===== config.mk =====
export PLATFORM = sky130hd
export DESIGN_NAME = game_ctrl
export DESIGN_NICKNAME = d
export VERILOG_FILES = /design/src/rtl/game_pkg.sv /design/src/rtl/bcd_counter3.sv /design/src/rtl/game_ctrl.sv
export SDC_FILE = /design/constraint.sdc
export NUM_CORES = 1
export LEC_CHECK = 0
export ABC_AREA = 1
export BUFFER_PORTS_ARGS = -buffer_cell sky130_fd_sc_hd__buf_2
export CORE_MARGIN = 5
export CORE_UTILIZATION = 61
export CTS_CLUSTER_SIZE = 12
export DETAILED_ROUTE_END_ITERATION = 12
export PLACE_DENSITY = 0.89
export SLEW_MARGIN = 25
export SYNTH_ARGS = -nofsm -noshare
export SYNTH_HDL_FRONTEND = slang
export SYNTH_HIERARCHICAL = 1
export SYNTH_SLANG_ARGS = --single-unit

===== constraint.sdc =====
create_clock -name clk -period 3.3 [get_ports clk]
set_clock_uncertainty 0.05 [all_clocks]
set_input_delay 0.33 -clock clk [delete_from_list [all_inputs] [get_ports clk]]
set_output_delay 0.33 -clock clk [all_outputs]
set_load 0.02 [all_outputs]

===== src/rtl/game_pkg.sv =====
// game_pkg: shared encodings for the Flappy Bird game sequencer.
//   state_e       - sequencer state encoding (IDLE..OVER; 6/7 are illegal)
//   bird_status_e - bird status codes driven to the physics/render side
//   ctrl_t        - registered per-state gating bundle (run_world, run_bird, status)
//   ctrl_of()     - gating bundle that belongs to a given state
//   to_bcd3()     - decimal constant to 3-digit packed BCD
package game_pkg;

  localparam int BCD_W   = 4;
  localparam int SCORE_W = 3 * BCD_W;

  typedef enum logic [2:0] {
    S_IDLE  = 3'd0,
    S_READY = 3'd1,
    S_PLAY  = 3'd2,
    S_HIT   = 3'd3,
    S_FALL  = 3'd4,
    S_OVER  = 3'd5
  } state_e;

  typedef enum logic [1:0] {
    BS_HOVER  = 2'd0,
    BS_FLYING = 2'd1,
    BS_DEAD   = 2'd2
  } bird_status_e;

  typedef struct packed {
    logic         run_world;
    logic         run_bird;
    bird_status_e status;
  } ctrl_t;

  function automatic ctrl_t ctrl_of(input state_e s);
    ctrl_t c;
    c = '{1'b1, 1'b0, BS_HOVER};
    case (s)
      S_IDLE:  c = '{1'b1, 1'b0, BS_HOVER};   // title-screen scroll
      S_READY: c = '{1'b0, 1'b0, BS_HOVER};
      S_PLAY:  c = '{1'b1, 1'b1, BS_FLYING};
      S_HIT:   c = '{1'b0, 1'b0, BS_DEAD};    // freeze frame after impact
      S_FALL:  c = '{1'b0, 1'b1, BS_DEAD};    // bird drops, world stays still
      S_OVER:  c = '{1'b0, 1'b0, BS_DEAD};
      default: c = '{1'b1, 1'b0, BS_HOVER};
    endcase
    return c;
  endfunction

  function automatic logic [SCORE_W-1:0] to_bcd3(input int unsigned v);
    return {4'((v / 100) % 10), 4'((v / 10) % 10), 4'(v % 10)};
  endfunction

endpackage


===== src/rtl/bcd_counter3.sv =====
// bcd_counter3: 3-digit packed BCD counter with clear and saturating increment.
//   clk, rstn - clock, synchronous active-low reset
//   clr       - load zero (wins over inc)
//   inc       - add one, holding once MAX_BCD is reached
//   cmp       - BCD value to compare against
//   value     - current count
//   gt        - value > cmp (combinational)
module bcd_counter3 import game_pkg::*; #(
  parameter logic [SCORE_W-1:0] MAX_BCD = 12'h999
) (
  input  logic               clk,
  input  logic               rstn,
  input  logic               clr,
  input  logic               inc,
  input  logic [SCORE_W-1:0] cmp,
  output logic [SCORE_W-1:0] value,
  output logic               gt
);

  logic [BCD_W-1:0]   d0, d1, d2;
  logic [SCORE_W-1:0] nxt;

  // Ripple the decimal carry digit by digit.
  always_comb begin
    d0 = value[3:0];
    d1 = value[7:4];
    d2 = value[11:8];
    if (d0 == 4'd9) begin
      d0 = 4'd0;
      if (d1 == 4'd9) begin
        d1 = 4'd0;
        d2 = (d2 == 4'd9) ? 4'd0 : d2 + 4'd1;
      end else begin
        d1 = d1 + 4'd1;
      end
    end else begin
      d0 = d0 + 4'd1;
    end
    nxt = {d2, d1, d0};
  end

  always_ff @(posedge clk) begin
    if (!rstn)                       value <= '0;
    else if (clr)                    value <= '0;
    else if (inc && value < MAX_BCD) value <= nxt;
  end

  // Valid BCD orders the same as the packed binary word.
  assign gt = (value > cmp);

endmodule


===== src/rtl/game_ctrl.sv =====
// game_ctrl: top-level game sequencer (title/ready/play/hit/fall/over).
//   clk, rstn    - pixel clock, synchronous active-low reset
//   button_pulse - one-cycle debounced press
//   new_frame    - one-cycle pulse per video frame
//   collide      - bird overlaps a pipe (level)
//   on_ground    - bird touches the stage (level)
//   pipe_passed  - one-cycle pulse when a pipe is cleared
//   state        - current state encoding
//   world_reset  - one-cycle reload of bird/pipe positions
//   run_world    - stage and pipes advance
//   run_bird     - bird physics enabled
//   flap         - one-cycle upward impulse
//   bird_status  - 0 hover, 1 flying, 2 dead
//   score, best  - 3-digit BCD current and best score
module game_ctrl import game_pkg::*; #(
  parameter int HIT_FRAMES       = 20,
  parameter int OVER_LOCK_FRAMES = 45,
  parameter int SCORE_MAX        = 999
) (
  input  logic         clk,
  input  logic         rstn,
  input  logic         button_pulse,
  input  logic         new_frame,
  input  logic         collide,
  input  logic         on_ground,
  input  logic         pipe_passed,
  output logic [2:0]   state,
  output logic         world_reset,
  output logic         run_world,
  output logic         run_bird,
  output logic         flap,
  output logic [1:0]   bird_status,
  output logic [11:0]  score,
  output logic [11:0]  best
);

  localparam logic [7:0]         HIT_CNT   = 8'(HIT_FRAMES);
  localparam logic [7:0]         LOCK_CNT  = 8'(OVER_LOCK_FRAMES);
  localparam logic [SCORE_W-1:0] SCORE_MAX_BCD = to_bcd3(32'(SCORE_MAX));

  state_e      st;
  ctrl_t       ctrl;
  logic [7:0]  frame_cnt;
  logic        hit_now, over_unlock, score_inc, score_clr, score_gt;

  // Ground contact ends a run exactly like a pipe hit.
  assign hit_now     = collide | on_ground;
  assign over_unlock = (st == S_OVER) && (frame_cnt == LOCK_CNT);

  // A hit in the same cycle swallows the pipe credit.
  assign score_inc = (st == S_PLAY) && pipe_passed && !hit_now;
  assign score_clr = button_pulse && ((st == S_IDLE) || over_unlock);

  bcd_counter3 #(.MAX_BCD(SCORE_MAX_BCD)) u_score (
    .clk   (clk),
    .rstn  (rstn),
    .clr   (score_clr),
    .inc   (score_inc),
    .cmp   (best),
    .value (score),
    .gt    (score_gt)
  );

  assign state       = st;
  assign run_world   = ctrl.run_world;
  assign run_bird    = ctrl.run_bird;
  assign bird_status = ctrl.status;

  always_ff @(posedge clk) begin
    if (!rstn) begin
      st          <= S_IDLE;
      ctrl        <= ctrl_of(S_IDLE);
      world_reset <= 1'b1;
      flap        <= 1'b0;
      frame_cnt   <= '0;
      best        <= '0;
    end else begin
      world_reset <= 1'b0;
      flap        <= 1'b0;
      // Free-running frame count; holds at the lock value in OVER.
      // Every transition below overrides it with a clear.
      if (new_frame && !over_unlock) frame_cnt <= frame_cnt + 8'd1;

      case (st)
        S_IDLE: if (button_pulse) begin
          st          <= S_READY;
          ctrl        <= ctrl_of(S_READY);
          world_reset <= 1'b1;
          frame_cnt   <= '0;
        end
        S_READY: if (button_pulse) begin
          st        <= S_PLAY;
          ctrl      <= ctrl_of(S_PLAY);
          flap      <= 1'b1;
          frame_cnt <= '0;
        end
        S_PLAY: begin
          if (hit_now) begin
            st        <= S_HIT;
            ctrl      <= ctrl_of(S_HIT);
            frame_cnt <= '0;
          end else if (button_pulse) begin
            flap <= 1'b1;
          end
        end
        S_HIT: if (frame_cnt == HIT_CNT) begin
          st        <= S_FALL;
          ctrl      <= ctrl_of(S_FALL);
          frame_cnt <= '0;
        end
        S_FALL: if (on_ground) begin
          st        <= S_OVER;
          ctrl      <= ctrl_of(S_OVER);
          frame_cnt <= '0;
          if (score_gt) best <= score;
        end
        S_OVER: if (button_pulse && over_unlock) begin
          st          <= S_READY;
          ctrl        <= ctrl_of(S_READY);
          world_reset <= 1'b1;
          frame_cnt   <= '0;
        end
        default: begin
          st        <= S_IDLE;
          ctrl      <= ctrl_of(S_IDLE);
          frame_cnt <= '0;
        end
      endcase
    end
  end

endmodule


== Yosys cells after proc, flatten, opt, wreduce, memory -nomap -nowiden ==
Cells that the tools add are included.
Storage, ports and cells
  input bits: 7
  output and inout port bits: 33
  bits in registers: 41
  logic and storage cells: 81
Cells by class
  magnitude comparators: 2
  mux-type cells: 29
  bitwise operators: 2
  equal/unequal tests: 16
  $add $sub $neg: 4
  reductions and logical operators: 17
Operators with widths (count)
  8-bit two-way mux: 6
  8-bit case mux with 5 select lines: 1
  4-bit two-way mux: 9
  4-bit case mux with 6 select lines: 1
  3-bit two-way mux: 6
  3-bit case mux with 6 select lines: 1
  4-bit by 1-bit adder with 4-bit output (second input constant): 3
  4-bit equality test (second input constant): 3
  12-bit greater-than comparator: 1
  12-bit less-than comparator (second input constant): 1
  2-bit != test (second input constant): 5
  8-bit by 1-bit adder with 8-bit output (second input constant): 1
  8-bit by 5-bit equality test with 1-bit output (second input constant): 1
  8-bit by 6-bit equality test with 1-bit output (second input constant): 1
  1-bit logical AND: 7
  3-bit by 2-bit equality test with 1-bit output (second input constant): 2
  3-bit equality test (second input constant): 2
  3-bit AND reduction: 2
  6-bit AND reduction: 1
  1-bit case mux with 2 select lines: 2
  2-bit OR reduction: 2
  3-bit by 1-bit equality test with 1-bit output (second input constant): 1
  3-bit zero test: 1
  1-bit two-way mux: 3
  6 further kinds: 7

== Logic depth before layout (Yosys ltp) ==
  depth after elaboration: 7
  depth in mapped cells: 12
  mapped depth without buffers: 12

== Modules after synthesis ==
The synthesis kept the hierarchy.
Modules (own cells, without submodules)
  game_ctrl: cells an instance 203, seq. area each 580.6 um^2, area each 1457.6 um^2, times used 1
  bcd_counter3: cells an instance 167, seq. area each 240.2 um^2, area each 1047.3 um^2, times used 1

== Worst setup path after synthesis ==
No wires, ideal clock.
  path type: register -> register
  from: register best[11]
  to: register best[3]
  period minus slack after synthesis: 1.958 ns
  cell stages (with the launch flop): 13
  path buffers: 1
  required time: 3.130 ns
  arrival time: 1.788 ns
  slack: 1.342 ns
  setup time: 0.120 ns
  cells stage by stage: dfxtp_1 -> inv_1 -> ha_1 -> nand2_1 -> nor2_1 -> nand4_1 -> a21oi_1 -> nor2_1 -> nor2_1 -> nand3_1 -> buf_2 -> o21ai_0 -> a21oi_1
On the way
  cells in the longest elaborated chain, start to end: 2
RTL lines
  from (decl): line game_ctrl.sv:34  | output logic [11:0] best
  from (signal assigned): line game_ctrl.sv:115  | if (score_gt) best <= score;
  12-bit greater-than comparator: line bcd_counter3.sv:49  | assign gt = (value > cmp);
  via score_gt: line game_ctrl.sv:44  | logic hit_now, over_unlock, score_inc, score_clr, score_gt;
  3-bit AND reduction (no source line)
The timed path passes the listed nets, and every way through them passes these cells.
A chain may end at the register's enable or synchronous reset.

== Worst setup path in the final report ==
  from: register best[11]
  to: register best[8]
Same word-level chain as after synthesis.

==> results.toml <==
[critical_path]
cp.arrival_ns = 2.61
worstPathRequired_ns = 3.41
worstSetupStartpointType = "register"
worstSetupEndpointType = "register"
critPathSlowestCell = "nand3_1"
path_max_fanout = 24
crit_top_cell = "nor2_1"
cpPeakStageDelay_ns = 0.54
r2r-start = "best[11]"
reg2reg_to = "best[8]"
crit_chain = "inv_1, ha_1, nand2_1, nor2_1, nand4_1, a21oi_1, nor2_1, nor2_1, nand3_1, o21ai_0, a21oi_1"
critPathKind = "register to register"
crit_start = "best[11]"
critPathCapture = "best[8]"
r2r_cells = 11
rrSetupSlack_ns = 0.80

[die]
die_w_um = 74.1
dieArea_sq_um = 5490
core_sq_um = 4000
initial_core_util_pct = 62.6
pin_count = 40
die_h_um = 74.1
placementRows = 23

[status]
status = "finished clean"

[timing]
worst_pin_slew_ns = 0.750
whs_ns = 0.265
fmax_ghz = 0.400
period_minus_slack_ns = 2.50
period_share_pct = 75.7
setup_viol = 0
rsz0062_at_grt = "false"
finalHoldViolCount = 0
setup_tns_ns = 0
slew_headroom_pct = 49.8
drv_slew = 0

[clocking]
insertion_delay_ns = 0.30
cts_buffers = 5
cts_tree = "done"
cts_max_path_buffers = 2
clkSinkCount = 41
cts_max_level = 2
clock-root-buffer = "clkbuf_8"
clk_transition_reported_paths_ns = 0.09
postCtsSetupRepairBufs = 0
ctsResizeCount = 0
holdBufCountCts = 0

[synthesis]
seq_area_frac_synth_pct = 32.8
synth_seq_cells = 41
async_flop_share_pct = 0
synth.most_common_cell = "nand2_1"
ys_warn_count = 6
yosysUniqueCellTypes = 33
synth_top_area_share_pct = 32.8
synth_area_leaders = "dfxtp_1 33%, nand2_1 12%, inv_1 9.0%"
syn-num-nets = 392
synth_top_area_cell = "dfxtp_1"
ys_top_cells_by_count = "78 x nand2_1, 60 x inv_1, 41 x dfxtp_1, 36 x nor2_1, 35 x a21oi_1"
syn_area_per_cell_sq_um = 6.77
synth_edf_count = 0
synth_area_sq_um = 2500
synth_cells = 370
synthFlopType = "dfxtp_1"

[layout]
layout-drive-gt1-share_pct = 17.4
final_nets = 430
num_antenna_cells = 0
synthToLayoutAreaGrowth_pct = 11.4

[pwr]
switchingPower_uw = 298
ir_drop_v = 0.000238
swShare_pct = 29.7
pwr-share-comb_pct = 15.0
power.density_nw_per_um2 = 360
p_int_uw = 707
pwr-share-clk_pct = 32.3
p_seq_share_pct = 52.7
leakage_nw = 1.25

[drt]
drc = 0
first_pass_iters = 4
drt-total-wl_mm = 5.54
first_iter_violations = 96
wl_per_cell_um = 12.1
ant_nets = 0
num_vias = 2339
via_per_inst = 5.10

[grt]
gr-total-overflow = 0
grt_pass1_wl_mm = 9.18
grt_max_degree = 25
grt.total_usage_pct = 21.5
grt_pass1_vias = 2124
antenna_found_initial = 0

[job]
drv_cap = 0

[placed_design]
hpwl_mm = 4.20
gp_congestion = 0.903
io_buffer_count = 39

[hold_path]
hp-class = "input port to register"
through the flow:
stage          util, %  total power [mW]  setup slack [ns]  cell area (sq um)  instances
2_1_floorplan        -             0.653              1.34               2500        370
3_3_place_gp      67.6             0.686             0.962               2700        451
3_5_place_dp      67.6             0.692             0.801               2700        451
4_1_cts           69.8              1.01             0.794               2790        459
5_1_grt           69.8              1.05             0.388               2790        459
6_report          69.8              1.01             0.802               2790        459
worst min-delay path by stage:
stage	slack, ns	start	endpoint	cells past startpoint
after floorplan	0.40	button_pulse	world_reset	2
after global placement	0.38	run_world	run_world	2
after detailed placement	0.40	best[1]	best[1]	2
after CTS	0.25	button_pulse	world_reset	3
after global routing	0.29	button_pulse	world_reset	3
final	0.26	button_pulse	world_reset	3
power groups by stage:
stage               registers (mW)  logic, mW  clock network (mW)
finish                       0.530      0.151               0.325
global route                 0.532      0.170               0.352
CTS                          0.529      0.151               0.333
detailed placement           0.541      0.151                   0
global placement             0.541      0.145                   0
floorplan                    0.553     0.0998                   0
worst max-delay path: cells and delay by family, from the launching register on:
| kind | cells | cell delay (ns) |
|---|---|---|
| and+or+nand+nor | 6 | 1.01 |
| AOI/OAI and AO/OA | 3 | 0.59 |
| DFF | 1 | 0.35 |
| adders and majority gates | 1 | 0.28 |
| buffers and inverters | 1 | 0.05 |
layout make-up:
type	instances	area, sq um
Clock buffer	5	68.8
Clock inverter	3	17.5
Fill cell	353	1210
Inverter	66	248
Multi-Input combinational cell	255	1380
Sequential cell	41	821
Tap cell	50	62.6
Timing Repair Buffer	39	195
flip-flops by register name, summed over array words and instances, names as in the netlist:
signal / cells
best: 12
bird_status: 2
flap: 1
frame_cnt: 8
run_bird: 1
run_world: 1
state: 3
u_score/value: 12
world_reset: 1
logic make-up (layout without fill, tap and decap cells):
group / count (synthesis) / count (layout) / synth area share, %
flops: 41 / 41 / 32.8
simple gates: 169 / 169 / 30.8
fa+ha+maj: 15 / 15 / 7.49
xor+xnor: 10 / 10 / 3.50
buf+inv: 74 / 113 / 12.2
compound gates: 61 / 61 / 13.2
cell usage in the layout (no fill, tap or decap), drive strengths merged:
master	instances
nand4	5
o21a	1
ha	15
dfxtp	41
o21ai	21
a211oi	1
o31ai	1
clkinv	3
nor3	3
clkinvlp	1
nand3	30
nor2	46
o211ai	1
nand3b	1
xnor2	1
inv	65
xor2	9
and2	1
buf	39
clkbuf	5
nand2	83
a21oi	36
per-layer routing:
| layer | global-route usage, % | wire length, um | vias to the layer above |
|---|---|---|---|
| met1 | 24.7 | 2400 | 1038 |
| met4 | 8.85 | 125 | 0 |
| met3 | 4.46 | 257 | 11 |
| met5 | 0 | 0 | - |
| met2 | 38.5 | 2760 | 40 |
| li1 | - | - | 1250 |
Note: power is estimated with default switching activity, not from simulation.
